===== src/rtl/dense_cmd_decoder_if.sv =====
// Word-serial command stream channel for dense_cmd_decoder.
// The producer drives in_data/in_valid; the decoder drives in_ready.
// A word transfers on a rising edge where in_valid and in_ready are both high.
interface dense_cmd_decoder_if #(
  parameter int unsigned data_size = 16
);
  logic [data_size-1:0] in_data;
  logic                 in_valid;
  logic                 in_ready;

  modport master (output in_data, output in_valid, input in_ready);
  modport slave  (input in_data, input in_valid, output in_ready);
endinterface


===== src/rtl/dense_cmd_decoder.sv =====
// dense_cmd_decoder: parses a word-serial command stream (header, optional
// index/cost words, one or two size-element vectors) and presents the decoded
// bundle with a one-cycle out_valid for the downstream register stage.
// Optional feature macro: DENSE_CMD_DECODER_ERR_EN (sticky unknown-opcode err).
module dense_cmd_decoder #(
  parameter int unsigned size            = 3,
  parameter int unsigned data_size       = 16,
  parameter int unsigned cost_type_size  = 8,
  parameter int unsigned dense_type_size = 4,
  parameter int unsigned act_type_size   = 4
) (
  input  logic                        clk,
  input  logic                        reset,
  dense_cmd_decoder_if.slave          cmd,
  output logic [act_type_size-1:0]    act_type,
  output logic [dense_type_size-1:0]  dense_type,
  output logic [cost_type_size-1:0]   cost_type,
  output logic [data_size*size-1:0]   w,
  output logic [data_size*size-1:0]   x,
  output logic [data_size*size-1:0]   label,
  output logic [31:0]                 w_layer_index,
  output logic [31:0]                 w_row_index,
  output logic                        is_update,
  output logic                        load_w,
  output logic                        backprop_cost,
  output logic                        out_valid,
  output logic                        err
);

  localparam logic [3:0] OPC_LOAD_W  = 4'h1;
  localparam logic [3:0] OPC_FORWARD = 4'h2;
  localparam logic [3:0] OPC_TRAIN   = 4'h3;
  localparam logic [3:0] OPC_UPDATE  = 4'h4;

  // Counter must hold 0..3 for the index words and 0..size-1 for vectors.
  localparam int unsigned CW = (size > 4) ? $clog2(size) : 2;

  typedef enum logic [2:0] {HDR, IDX, COST, VEC_A, VEC_B, EMIT} state_t;
  typedef enum logic [1:0] {K_LOAD_W, K_FORWARD, K_TRAIN, K_UPDATE} kind_t;

  state_t          state, state_n;
  kind_t           kind;
  logic [CW-1:0]   cnt;
  logic            ready, acc, last_vec;
  logic [3:0]      opcode;

  assign opcode       = cmd.in_data[15:12];
  assign ready        = (state != EMIT) && !reset;
  assign acc          = cmd.in_valid && ready;
  assign cmd.in_ready = ready;
  assign last_vec     = (cnt == CW'(size - 1));

  // State register.
  always_ff @(posedge clk) begin
    if (reset) state <= HDR;
    else       state <= state_n;
  end

  // Next-state decode and EMIT-cycle control pulses.
  always_comb begin
    state_n       = state;
    out_valid     = 1'b0;
    load_w        = 1'b0;
    backprop_cost = 1'b0;
    is_update     = 1'b0;
    case (state)
      HDR: begin
        if (acc) begin
          case (opcode)
            OPC_LOAD_W:  state_n = IDX;
            OPC_FORWARD: state_n = VEC_A;
            OPC_TRAIN:   state_n = COST;
            OPC_UPDATE:  state_n = EMIT;
            default:     state_n = HDR;
          endcase
        end
      end
      IDX:   if (acc && cnt == CW'(3)) state_n = VEC_A;
      COST:  if (acc) state_n = VEC_A;
      VEC_A: if (acc && last_vec) state_n = (kind == K_TRAIN) ? VEC_B : EMIT;
      VEC_B: if (acc && last_vec) state_n = EMIT;
      EMIT: begin
        out_valid     = 1'b1;
        load_w        = (kind == K_LOAD_W);
        backprop_cost = (kind == K_TRAIN);
        is_update     = (kind == K_UPDATE);
        state_n       = HDR;
      end
      default: state_n = HDR;
    endcase
  end

  // Word counter, command kind and field registers written as words arrive.
  always_ff @(posedge clk) begin
    if (reset) begin
      cnt           <= '0;
      kind          <= K_FORWARD;
      act_type      <= '0;
      dense_type    <= '0;
      cost_type     <= '0;
      w             <= '0;
      x             <= '0;
      label         <= '0;
      w_layer_index <= '0;
      w_row_index   <= '0;
    end else begin
      if (state_n != state)
        cnt <= '0;
      else if (acc && (state inside {IDX, VEC_A, VEC_B}))
        cnt <= cnt + CW'(1);

      if (acc) begin
        case (state)
          HDR: begin
            case (opcode)
              OPC_LOAD_W: kind <= K_LOAD_W;
              OPC_UPDATE: kind <= K_UPDATE;
              OPC_FORWARD, OPC_TRAIN: begin
                kind       <= (opcode == OPC_TRAIN) ? K_TRAIN : K_FORWARD;
                act_type   <= cmd.in_data[act_type_size-1:0];
                dense_type <= cmd.in_data[4 +: dense_type_size];
              end
              default: ;
            endcase
          end
          IDX: begin
            case (cnt)
              CW'(0):  w_layer_index[31:16] <= cmd.in_data[15:0];
              CW'(1):  w_layer_index[15:0]  <= cmd.in_data[15:0];
              CW'(2):  w_row_index[31:16]   <= cmd.in_data[15:0];
              default: w_row_index[15:0]    <= cmd.in_data[15:0];
            endcase
          end
          COST: cost_type <= cmd.in_data[cost_type_size-1:0];
          VEC_A: begin
            for (int unsigned k = 0; k < size; k++) begin
              if (cnt == CW'(k)) begin
                if (kind == K_LOAD_W) w[k*data_size +: data_size] <= cmd.in_data;
                else                  x[k*data_size +: data_size] <= cmd.in_data;
              end
            end
          end
          VEC_B: begin
            for (int unsigned k = 0; k < size; k++)
              if (cnt == CW'(k)) label[k*data_size +: data_size] <= cmd.in_data;
          end
          default: ;
        endcase
      end
    end
  end

`ifdef DENSE_CMD_DECODER_ERR_EN
  logic err_q;
  logic hdr_unknown;
  assign hdr_unknown = !(opcode inside {OPC_LOAD_W, OPC_FORWARD, OPC_TRAIN, OPC_UPDATE});

  // Sticky flag: any accepted header with an unrecognised opcode.
  always_ff @(posedge clk) begin
    if (reset)                                 err_q <= 1'b0;
    else if (state == HDR && acc && hdr_unknown) err_q <= 1'b1;
  end
  assign err = err_q;
`else
  assign err = 1'b0;
`endif

endmodule

===== src/flat_wrapper.sv =====
// flat-port wrapper written by rule: the top's interface ports become plain ports
module dense_cmd_decoder_flat 
#(
  parameter int unsigned size            = 3,
  parameter int unsigned data_size       = 16,
  parameter int unsigned cost_type_size  = 8,
  parameter int unsigned dense_type_size = 4,
  parameter int unsigned act_type_size   = 4
)
  (clk, reset, act_type, dense_type, cost_type, w, x, label, w_layer_index, w_row_index, is_update, load_w, backprop_cost, out_valid, err, cmd_in_data, cmd_in_valid, cmd_in_ready);
  dense_cmd_decoder_if #(.data_size(data_size)) cmd_i ();
  input  logic clk;
  input  logic reset;
  output logic [act_type_size-1:0] act_type;
  output logic [dense_type_size-1:0] dense_type;
  output logic [cost_type_size-1:0] cost_type;
  output logic [data_size*size-1:0] w;
  output logic [data_size*size-1:0] x;
  output logic [data_size*size-1:0] label;
  output logic [31:0] w_layer_index;
  output logic [31:0] w_row_index;
  output logic is_update;
  output logic load_w;
  output logic backprop_cost;
  output logic out_valid;
  output logic err;
  input wire logic [$bits(cmd_i.in_data)-1:0] cmd_in_data;
  input wire logic [$bits(cmd_i.in_valid)-1:0] cmd_in_valid;
  output wire logic [$bits(cmd_i.in_ready)-1:0] cmd_in_ready;
  assign cmd_i.in_data = cmd_in_data;
  assign cmd_i.in_valid = cmd_in_valid;
  assign cmd_in_ready = cmd_i.in_ready;
  dense_cmd_decoder #(.size(size), .data_size(data_size), .cost_type_size(cost_type_size), .dense_type_size(dense_type_size), .act_type_size(act_type_size)) u_core (.clk(clk), .reset(reset), .cmd(cmd_i), .act_type(act_type), .dense_type(dense_type), .cost_type(cost_type), .w(w), .x(x), .label(label), .w_layer_index(w_layer_index), .w_row_index(w_row_index), .is_update(is_update), .load_w(load_w), .backprop_cost(backprop_cost), .out_valid(out_valid), .err(err));
endmodule

===== config.mk =====
export PLATFORM = sky130hd
export DESIGN_NAME = dense_cmd_decoder_flat
export DESIGN_NICKNAME = d
export VERILOG_FILES = /design/src/rtl/dense_cmd_decoder_if.sv /design/src/rtl/dense_cmd_decoder.sv /design/src/flat_wrapper.sv
export SDC_FILE = /design/constraint.sdc
export NUM_CORES = 1
export LEC_CHECK = 0
export ABC_AREA = 1
export CAP_MARGIN = 20
export CORE_UTILIZATION = 39
export DETAILED_ROUTE_END_ITERATION = 10
export PLACE_DENSITY = 0.69
export SLEW_MARGIN = 20
export SYNTH_ARGS = -nofsm -noshare
export SYNTH_HDL_FRONTEND = slang
export SYNTH_SLANG_ARGS = --single-unit
export TNS_END_PERCENT = 5

===== constraint.sdc =====
create_clock -name clk -period 3.4 [get_ports clk]
set_clock_uncertainty 0.1 [all_clocks]
set_input_delay 1.02 -clock clk [delete_from_list [all_inputs] [get_ports clk]]
set_output_delay 1.02 -clock clk [all_outputs]
set_load 0.005 [all_outputs]

==> flow_summary.json, run 1 <==
{
  "cap_viol_max_count": 0,
  "cts_tree": "yes",
  "fill_cells": 1733,
  "drtAntennaViolNets": 0,
  "final.setup.tns_ns": 0,
  "ios": 249,
  "seqCellArea_sq_um": 4624,
  "num_rows": 51,
  "clkTransAtPathRegs_ns": 0.06,
  "synth_area_sq_um": 7979,
  "synthesis.nets": 924,
  "viasPerCell": 5.136,
  "status": "completed",
  "critical_path.max_fanout": 2,
  "cts_max_level": 1,
  "period_share": 0.9528,
  "dieArea_sq_um": 21040,
  "startpoint_type": "primary input",
  "ys_ff_latch": 231,
  "grt_pass1_vias": 6681,
  "synth_enable_flop_cells": 0,
  "synth-simple-area-share": 0.05818,
  "cp.arrival_ns": 2.12,
  "synthAdderAreaFrac": 0.007841,
  "yosysMostFrequentCell": "dfxtp_1",
  "muxShareOfSynthArea": 0,
  "via_count": 7211,
  "start_util": 0.4034,
  "gp_congestion": 0.8256,
  "wl_per_cell_microns": 18.41,
  "dr.pass1.iters": 5,
  "clk_latency_ns": 0.50,
  "cts_buffers": 24,
  "finalHoldViolCount": 0,
  "drt_iter0_markers": 511,
  "fin_crit_ns": 3.240,
  "grt_pass1_wl_microns": 39990,
  "clock-sinks": 231,
  "cts_max_path_buffers": 3,
  "rrSetupSlack_ns": 1.44,
  "ys_seq_area_frac": 0.5796,
  "finalSetupViolCount": 0,
  "power.total_w": 0.005511,
  "totalWireLength_microns": 25850,
  "synth_warnings": 0,
  "drive_gt1_frac": 0.08516,
  "dp_hpwl_microns": 16500,
  "postCtsSetupBuffers": 0,
  "cts_root_buf": "clkbuf_16",
  "grt-ovfl-total": 0,
  "synth_cell_types": 30,
  "worst_pin_slew_ns": 0.7899,
  "peakVddDrop_mv": 0.3770,
  "max_slew_margin": 0.4728,
  "ys_top_cells_by_count": "dfxtp_1 (231), a21oi_1 (204), o21ai_0 (202), nor2_1 (43), clkbuf_1 (41)",
  "synth_compound_area_frac": 0.2860,
  "syn-instance-count": 900,
  "total_leakage_power_nw": 4.369,
  "grt_use_total": 0.2407,
  "synth_ff_type": "dfxtp_1",
  "power_density_nw_per_um2": 480.6,
  "synth-xor-area-share": 0.001098,
  "core_area_sq_um": 19780,
  "numPortBuffers": 247,
  "antenna_found_initial": 0,
  "async_flop_share": 0,
  "ctsResizeCount": 0,
  "antennaDiodeCount": 0,
  "die_x_microns": 145.0,
  "holdBufCountCts": 0,
  "drv_slew": 0,
  "max_clock_freq_mhz": 308.7,
  "multiInputGateArea_sq_um": 2821,
  "synth_top_area_share": 0.5796,
  "end_kind": "output port",
  "yosys-top-cells-area": "dfxtp_1 (58%), a21oi_1 (13%), o21ai_0 (13%), buf_2 (2.1%), nor2_1 (2.0%)",
  "syn_avg_cell_area_sq_um": 8.865,
  "fin_nets": 1145,
  "syn2layout_area_growth_pct": 43.72,
  "die_h_microns": 145.0,
  "grt_max_degree": 132,
  "hold_class": "reg -> reg",
  "drc": 0,
  "criticalPathCategory": "in -> out",
  "synth_top_family_by_area": "compound AO/OA/AOI/OAI gates",
  "yosysTopAreaCell": "dfxtp_1",
  "critPathRequiredTime_ns": 2.28,
  "rsz0062_at_grt": "false"
}
path summary, 6_finish.rpt:
| kind | start | cells past startpoint | endpoint |
|---|---|---|---|
| max | reset | 3 | cmd_in_ready |
| min | u_core.kind[0] | 1 | u_core.kind[0] |
| max reg2reg | u_core.state[1] | 9 | u_core.x[36] |
| min reg2reg | u_core.kind[0] | 1 | u_core.kind[0] |
cells in the final DEF, fill, tap and decap left out, types with 7 or more instances in the layout:
| master | instances |
|---|---|
| a211oi_1 | 20 |
| clkinv_2 | 7 |
| buf_4 | 28 |
| nor2_2 | 9 |
| inv_1 | 37 |
| o21ai_0 | 202 |
| nor2_1 | 43 |
| clkbuf_16 | 25 |
| a21oi_1 | 204 |
| clkdlybuf4s50_1 | 247 |
| dfxtp_1 | 231 |
| nand3_1 | 9 |
| nand2_1 | 26 |
metal layers:
layer	vias up	wire, microns	GRT usage
li1	3555	-	-
met1	3347	11880	0.3350
met2	279	11330	0.3685
met3	30	2293	0.07044
met4	0	351	0.04734
met5	-	0	0
where the power goes:
group,leakage (nW),internal (W),switching [W]
sequential,1.86,0.00271,0.00000591
clock,0.384,0.00151,0.00106
combinational,2.12,0.0000654,0.000152
cells by family (layout without fill, tap and decap cells):
family	after synthesis	in the layout
AOI/OAI and AO/OA	438	438
DFF	231	231
buffers and inverters	126	365
and+or+nand+nor	98	98
adders and majority gates	5	5
other	1	1
xor gates and xnor gates	1	1
layout make-up:
cell class              instances  share of cell area
clock buffers                  33             0.06067
clock inverters                11            0.007638
inverters                      43             0.01429
multi-input cells             543              0.2460
flip-flops and latches        231              0.4033
well taps                     265             0.02891
repair buffers                278              0.2392
flip-flops by register name, indices dropped and copies added (netlist names), 4 cells and up:
| name | count |
|---|---|
| u_core.label | 48 |
| u_core.w_row_index | 32 |
| u_core.x | 48 |
| u_core.cost_type | 8 |
| u_core.act_type | 4 |
| u_core.dense_type | 4 |
| u_core.w_layer_index | 32 |
| u_core.w | 48 |
critical path: stages:
cell	delay (ns)
clkdlybuf4s50_1	0.43
nor2_1	0.16
clkdlybuf4s50_1	0.52
through the flow:
| stage | std cells | util | hold WS [ns] | cell area (sq um) | worst slack [ns] |
|---|---|---|---|---|---|
| floorplan | 900 | - | 0.3356 | 7979 | 0.9560 |
| global placement | 1360 | 0.5401 | 0.3459 | 10680 | 0.1797 |
| detailed placement | 1360 | 0.5401 | 0.3601 | 10680 | 0.1794 |
| CTS | 1404 | 0.5797 | 0.3782 | 11470 | 0.1637 |
| global route | 1404 | 0.5797 | 0.4050 | 11470 | 0.1313 |
| finish | 1404 | 0.5797 | 0.3804 | 11470 | 0.1604 |
No activity file was read; power rests on OpenSTA's default activity.
==> inputs of run 2 (changes only) <==
--- a/config.mk
+++ b/config.mk
@@ -5,9 +5,8 @@
 export SDC_FILE = /design/constraint.sdc
 export NUM_CORES = 1
 export LEC_CHECK = 0
-export ABC_AREA = 1
 export CAP_MARGIN = 20
-export CORE_UTILIZATION = 39
+export CORE_UTILIZATION = 40
 export DETAILED_ROUTE_END_ITERATION = 10
 export PLACE_DENSITY = 0.69
 export SLEW_MARGIN = 20
==> flow_summary.json, run 2 <==
{
  "status": "completed",
  "holdWs_ns": 0.3530,
  "yosysTopAreaCell": "dfxtp_1",
  "final_area_sq_um": 12260,
  "crit_start": "u_core.state[1]",
  "cp.arrival_ns": 2.06,
  "grt_pass1_vias": 7494,
  "die_h_microns": 149.8,
  "cp-endpoint": "cmd_in_ready",
  "netSwitchingPower_w": 0.001231,
  "seqPwrFrac": 0.493,
  "hold_class": "reg -> reg",
  "die_x_microns": 149.8,
  "clk_latency_ns": 0.50,
  "timing.rr.end": "u_core.w[0]",
  "synth_top_family_by_area": "simple AND/OR/NAND/NOR gates",
  "fin_crit_ns": 3.176,
  "synth_cell_types": 43,
  "grt_util_met2": 0.4051,
  "antennaDiodeCount": 0,
  "cap_viol_max_count": 0,
  "period_share": 0.9342,
  "viasPerCell": 5.309,
  "totalWireLength_microns": 29700,
  "synth_top_area_share": 0.5294,
  "reg_top3": "u_core.label: 48 flops, u_core.w: 48 flops, u_core.x: 48 flops",
  "synth_warnings": 0,
  "grt_max_degree": 228,
  "critical_path.max_fanout": 13,
  "synthesis.nets": 1116,
  "cts_max_path_buffers": 3,
  "ys_seq_area_frac": 0.5294,
  "cts_buffers": 24,
  "cts_max_level": 1,
  "busiest_layer": "met2",
  "end_kind": "output port",
  "muxShareOfSynthArea": 0.01490,
  "synthAdderAreaFrac": 0.007161,
  "grt-ovfl-total": 0,
  "peakVddDrop_mv": 0.3054,
  "p_comb_frac": 0.044,
  "dr.pass1.iters": 5,
  "r2r_start": "u_core.state[1]",
  "ys_top_cells_by_count": "nand2_1 (289), dfxtp_1 (231), a21oi_1 (219), nand3_1 (159), clkbuf_1 (85)",
  "synth_ff_type": "dfxtp_1",
  "ctsResizeCount": 0,
  "rrSetupSlack_ns": 0.85,
  "numPortBuffers": 247,
  "criticalPathCategory": "reg -> out",
  "clkTransAtPathRegs_ns": 0.06,
  "synth_enable_flop_cells": 0,
  "worstRegToRegCells": 6,
  "worst-path-buf-inv": 2,
  "startpoint_type": "register",
  "synth_area_sq_um": 8736,
  "worst_pin_slew_ns": 1.142,
  "rsz0062_at_grt": "false",
  "power.total_w": 0.005518,
  "clock-sinks": 231,
  "drt_iter0_markers": 499,
  "dieArea_sq_um": 22430,
  "cts_root_buf": "clkbuf_16",
  "mostFrequentLayoutCells": "nand2_1 (289), clkdlybuf4s50_1 (246), dfxtp_1 (231)",
  "start_util": 0.4117,
  "holdBufCountCts": 0,
  "total_leakage_power_nw": 4.072,
  "synth-xor-area-share": 0.003008,
  "core_area_sq_um": 21220,
  "p_clk_frac": 0.463,
  "max_clock_freq_mhz": 314.8,
  "drtAntennaViolNets": 0,
  "path_cells": "nor3b_1 -> buf_4 -> nor2_1 -> clkdlybuf4s50_1",
  "drc": 0,
  "yosys-top-cells-area": "dfxtp_1 (53%), a21oi_1 (13%), nand2_1 (12%), nand3_1 (9.1%), clkbuf_1 (3.7%)",
  "slowest_stage": "dfxtp_1",
  "grt_pass1_wl_microns": 44530,
  "critPathRequiredTime_ns": 2.28,
  "gp_congestion": 0.9035,
  "syn_avg_cell_area_sq_um": 8.000,
  "num_rows": 53,
  "ios": 249,
  "final.setup.tns_ns": 0,
  "dp_hpwl_microns": 18730,
  "finalHoldViolCount": 0,
  "worst-path-stages": 4,
  "cts_tree": "yes",
  "yosysMostFrequentCell": "nand2_1",
  "synth_compound_area_frac": 0.1361,
  "syn2layout_area_growth_pct": 40.32,
  "drv_slew": 0,
  "gr-usage-met1": 0.3435,
  "async_flop_share": 0,
  "power_density_nw_per_um2": 450.2,
  "via_count": 8473,
  "syn-instance-count": 1092,
  "slowest_delay_ns": 0.64,
  "postCtsSetupBuffers": 0,
  "layout_commonest_cell": "nand2_1",
  "max_slew_margin": 0.2385,
  "grt_use_total": 0.2586,
  "grt_use_met3": 0.06341,
  "synth-simple-area-share": 0.2544,
  "ys_ff_latch": 231,
  "p_sw_frac": 0.2231,
  "antenna_found_initial": 0,
  "drive_gt1_frac": 0.07040,
  "internal_power_w": 0.004287,
  "placedInstanceArea_sq_um": 11500,
  "wl_per_cell_microns": 18.61,
  "path_delay_family": "buffers and inverters",
  "finalSetupViolCount": 0,
  "fin_nets": 1331
}
==> run 2: cell count changes after synthesis, sizes merged, moves of 17 or more <==
cell,before,now
nand2,28,289
nand3,11,159
clkbuf,44,85
buf,39,22
o21ai,206,2
nor2,52,23
inv,43,3
a211oi,24,0
==> run 2: logic make-up (layout without fill, tap and decap cells) <==
kind of cell	Yosys count	after routing
simple gates	498	498
mux	13	13
buf+inv	110	339
flops	231	231
fa+ha+maj	5	5
other cells	1	1
xor+xnor	3	3
compound gates	231	231
==> run 2: worst min path at each step <==
stage,startpoint,endpoint,slack (ns),cells after the start
3_5_place_dp,u_core.w_layer_index[23],u_core.w_layer_index[23],0.35,2
6_report,u_core.w_layer_index[23],u_core.w_layer_index[23],0.35,2
3_3_place_gp,u_core.label[23],u_core.label[23],0.34,2
4_1_cts,u_core.label[27],u_core.label[27],0.35,2
2_1_floorplan,u_core.act_type[0],u_core.act_type[0],0.35,2
5_1_grt,u_core.w_layer_index[3],u_core.w_layer_index[3],0.37,2
==> run 2: tightest hold or removal path, cell delays in order, from the launching register on <==
cell	delay, ns
dfxtp_1	0.31
nand2_1	0.05
a21oi_1	0.05
==> run 2: metrics by stage <==
stage / std cells / util / setup WS, ns
6_report: 1596 / 0.5777 / 0.2236
5_1_grt: 1596 / 0.5777 / 0.05005
4_1_cts: 1596 / 0.5777 / 0.1997
3_5_place_dp: 1556 / 0.5419 / 0.01581
3_3_place_gp: 1556 / 0.5419 / 0.03703
2_1_floorplan: 1092 / - / 0.5191
==> run 2: area by class of cell <==
cell class	count	area, sq um
clock buffers	37	710.7
clock inverters	3	47.55
fillers	1956	8962
inverters	3	11.26
multi-input cells	751	3641
flip-flops and latches	231	4624
well taps	275	344.1
repair buffers	296	2879
==> run 2: metal layers <==
layer	up-vias	wire (microns)
met1	3970	12480
met2	355	13640
met3	59	2621
met4	0	958
met5	-	0
li1	4089	-
==> run 2: power groups by stage <==
| stage | clock network, W | logic, W | registers, W |
|---|---|---|---|
| global placement | 0 | 0.000243 | 0.00278 |
| finish | 0.00255 | 0.000245 | 0.00272 |
| global route | 0.00271 | 0.000257 | 0.00272 |
| floorplan | 0 | 0.000117 | 0.00278 |
| detailed placement | 0 | 0.000243 | 0.00278 |
| CTS | 0.00259 | 0.000243 | 0.00272 |
==> inputs of run 3 (changes only) <==
--- a/config.mk
+++ b/config.mk
@@ -8,7 +8,8 @@
 export CAP_MARGIN = 20
 export CORE_UTILIZATION = 40
 export DETAILED_ROUTE_END_ITERATION = 10
-export PLACE_DENSITY = 0.69
+export DONT_BUFFER_PORTS = 1
+export PLACE_DENSITY = 0.54
 export SLEW_MARGIN = 20
 export SYNTH_ARGS = -nofsm -noshare
 export SYNTH_HDL_FRONTEND = slang
==> flow_summary.json, run 3 (same netlist as run 2, synthesis figures left out) <==
{
  "die_h_microns": 149.8,
  "worst_slack_ns": 0.2273,
  "cts_buffers": 26,
  "slowest_stage": "dfxtp_1",
  "cp.arrival_ns": 2.05,
  "final.setup.tns_ns": 0,
  "antennaDiodeCount": 0,
  "rsz0062_at_grt": "false",
  "grt_max_degree": 237,
  "cts_tree": "yes",
  "p_comb_frac": 0.012,
  "numPortBuffers": 0,
  "worst-path-stages": 5,
  "slowest_delay_ns": 0.64,
  "power_density_nw_per_um2": 577.6,
  "layout_commonest_cell": "nand2_1",
  "clock-sinks": 231,
  "dp_hpwl_microns": 17040,
  "internal_power_w": 0.004406,
  "cts_root_buf": "clkbuf_16",
  "drv_slew": 0,
  "fill_cells": 2141,
  "gp_congestion": 0.7475,
  "cap_viol_max_count": 0,
  "total_leakage_power_nw": 3.121,
  "finalSetupViolCount": 0,
  "wl_per_cell_microns": 21.90,
  "end_kind": "output port",
  "drive_gt1_frac": 0.06667,
  "min_path_cells": 2,
  "die_x_microns": 149.8,
  "via_count": 7337,
  "path_cells": "inv_1 -> nor3b_1 -> buf_4 -> nand2_1 -> nor2_1",
  "final_area_sq_um": 9613,
  "placedInstanceArea_sq_um": 8748,
  "grt_pass1_vias": 6707,
  "postCtsSetupBuffers": 0,
  "status": "completed",
  "cts_max_level": 1,
  "critPathRequiredTime_ns": 2.28,
  "clk_latency_ns": 0.52,
  "holdBufCountCts": 0,
  "ios": 249,
  "grt-ovfl-total": 0,
  "grt_use_total": 0.2518,
  "grt_pass1_wl_microns": 42900,
  "worst-path-buf-inv": 2,
  "p_clk_frac": 0.498,
  "critical_path.max_fanout": 13,
  "drtAntennaViolNets": 0,
  "num_rows": 53,
  "syn2layout_area_growth_pct": 10.04,
  "finalHoldViolCount": 0,
  "criticalPathCategory": "reg -> out",
  "power.total_w": 0.005552,
  "max_clock_freq_mhz": 315.2,
  "seqPwrFrac": 0.490,
  "mostFrequentLayoutCells": "nand2_1 (289), dfxtp_1 (231), a21oi_1 (219)",
  "antenna_found_initial": 0,
  "period_share": 0.9332,
  "start_util": 0.4117,
  "path_delay_family": "flip-flops",
  "peakVddDrop_mv": 0.2935,
  "totalWireLength_microns": 29020,
  "worstRegToRegCells": 6,
  "drc": 0,
  "worst_pin_slew_ns": 0.7412,
  "reg_top3": "u_core.label: 48 flops, u_core.w: 48 flops, u_core.x: 48 flops",
  "max_slew_margin": 0.5046,
  "p_sw_frac": 0.2065,
  "viasPerCell": 5.537,
  "dr.pass1.iters": 5,
  "fin_crit_ns": 3.173,
  "place_ws_ns": 0.4903,
  "fin_nets": 1054,
  "dieArea_sq_um": 22430,
  "startpoint_type": "register",
  "clkTransAtPathRegs_ns": 0.06,
  "drt_iter0_markers": 561,
  "netSwitchingPower_w": 0.001146,
  "hold_class": "reg -> reg",
  "core_area_sq_um": 21220,
  "cts_max_path_buffers": 3,
  "ctsResizeCount": 0
}
-- run 3: cell types whose count changed in the layout (fill, tap and decap cells not counted), moves of 3 or more --
cell and change:
clkdlybuf4s50_1 -246, buf_12 -3, clkbuf_8 +6, buf_4 -29, clkinv_2 +4
-- run 3: layout make-up --
cell class	count	area, sq um	area share
clock buffers	43	835.8	0.08695
inverters	3	11.26	0.001171
multi-input cells	751	3641	0.3788
well taps	275	344.1	0.03579
clock inverters	5	28.78	0.002994
repair buffers	17	127.6	0.01328
flip-flops and latches	231	4624	0.4811
-- run 3: worst reg2reg max path, cell delays in order (launching register included) --
cell and delay [ns]:
dfxtp_1 0.47, or3b_4 0.52, nor3_4 0.29, buf_4 0.28
nand2_1 0.37, nand2_1 0.20, a21oi_1 0.08
-- run 3: metrics by stage --
stage | hold slack (ns) | std cells | utilization
after floorplan | 0.3483 | 1092 | -
after global placement | 0.3573 | 1277 | 0.4123
after detailed placement | 0.3609 | 1277 | 0.4123
after CTS | 0.3691 | 1325 | 0.4530
after global routing | 0.3896 | 1325 | 0.4530
final | 0.3694 | 1325 | 0.4530
-- run 3: power by group through the flow --
stage	combinational, W	sequential (W)	clock, W
detailed placement	0.0000648	0.00278	0
global placement	0.0000645	0.00278	0
global route	0.0000720	0.00272	0.00296
floorplan	0.000117	0.00278	0
CTS	0.0000650	0.00272	0.00283
finish	0.0000654	0.00272	0.00277
-- run 3: worst paths after layout --
kind	start	endpoint	slack (ns)
max	u_core.state[2]	backprop_cost	0.23
min	u_core.label[2]	u_core.label[2]	0.37
max reg2reg	u_core.state[2]	u_core.x[40]	0.98
min reg2reg	u_core.label[2]	u_core.label[2]	0.37
-- run 3: per-layer routing --
layer  vias to the layer above  global-route usage  wire [microns]
li1                       3540                   -               -
met1                      3481              0.3252           11850
met2                       277              0.3958           13540
met3                        39             0.08476            2900
met4                         0             0.07475             727
met5                         -                   0               0
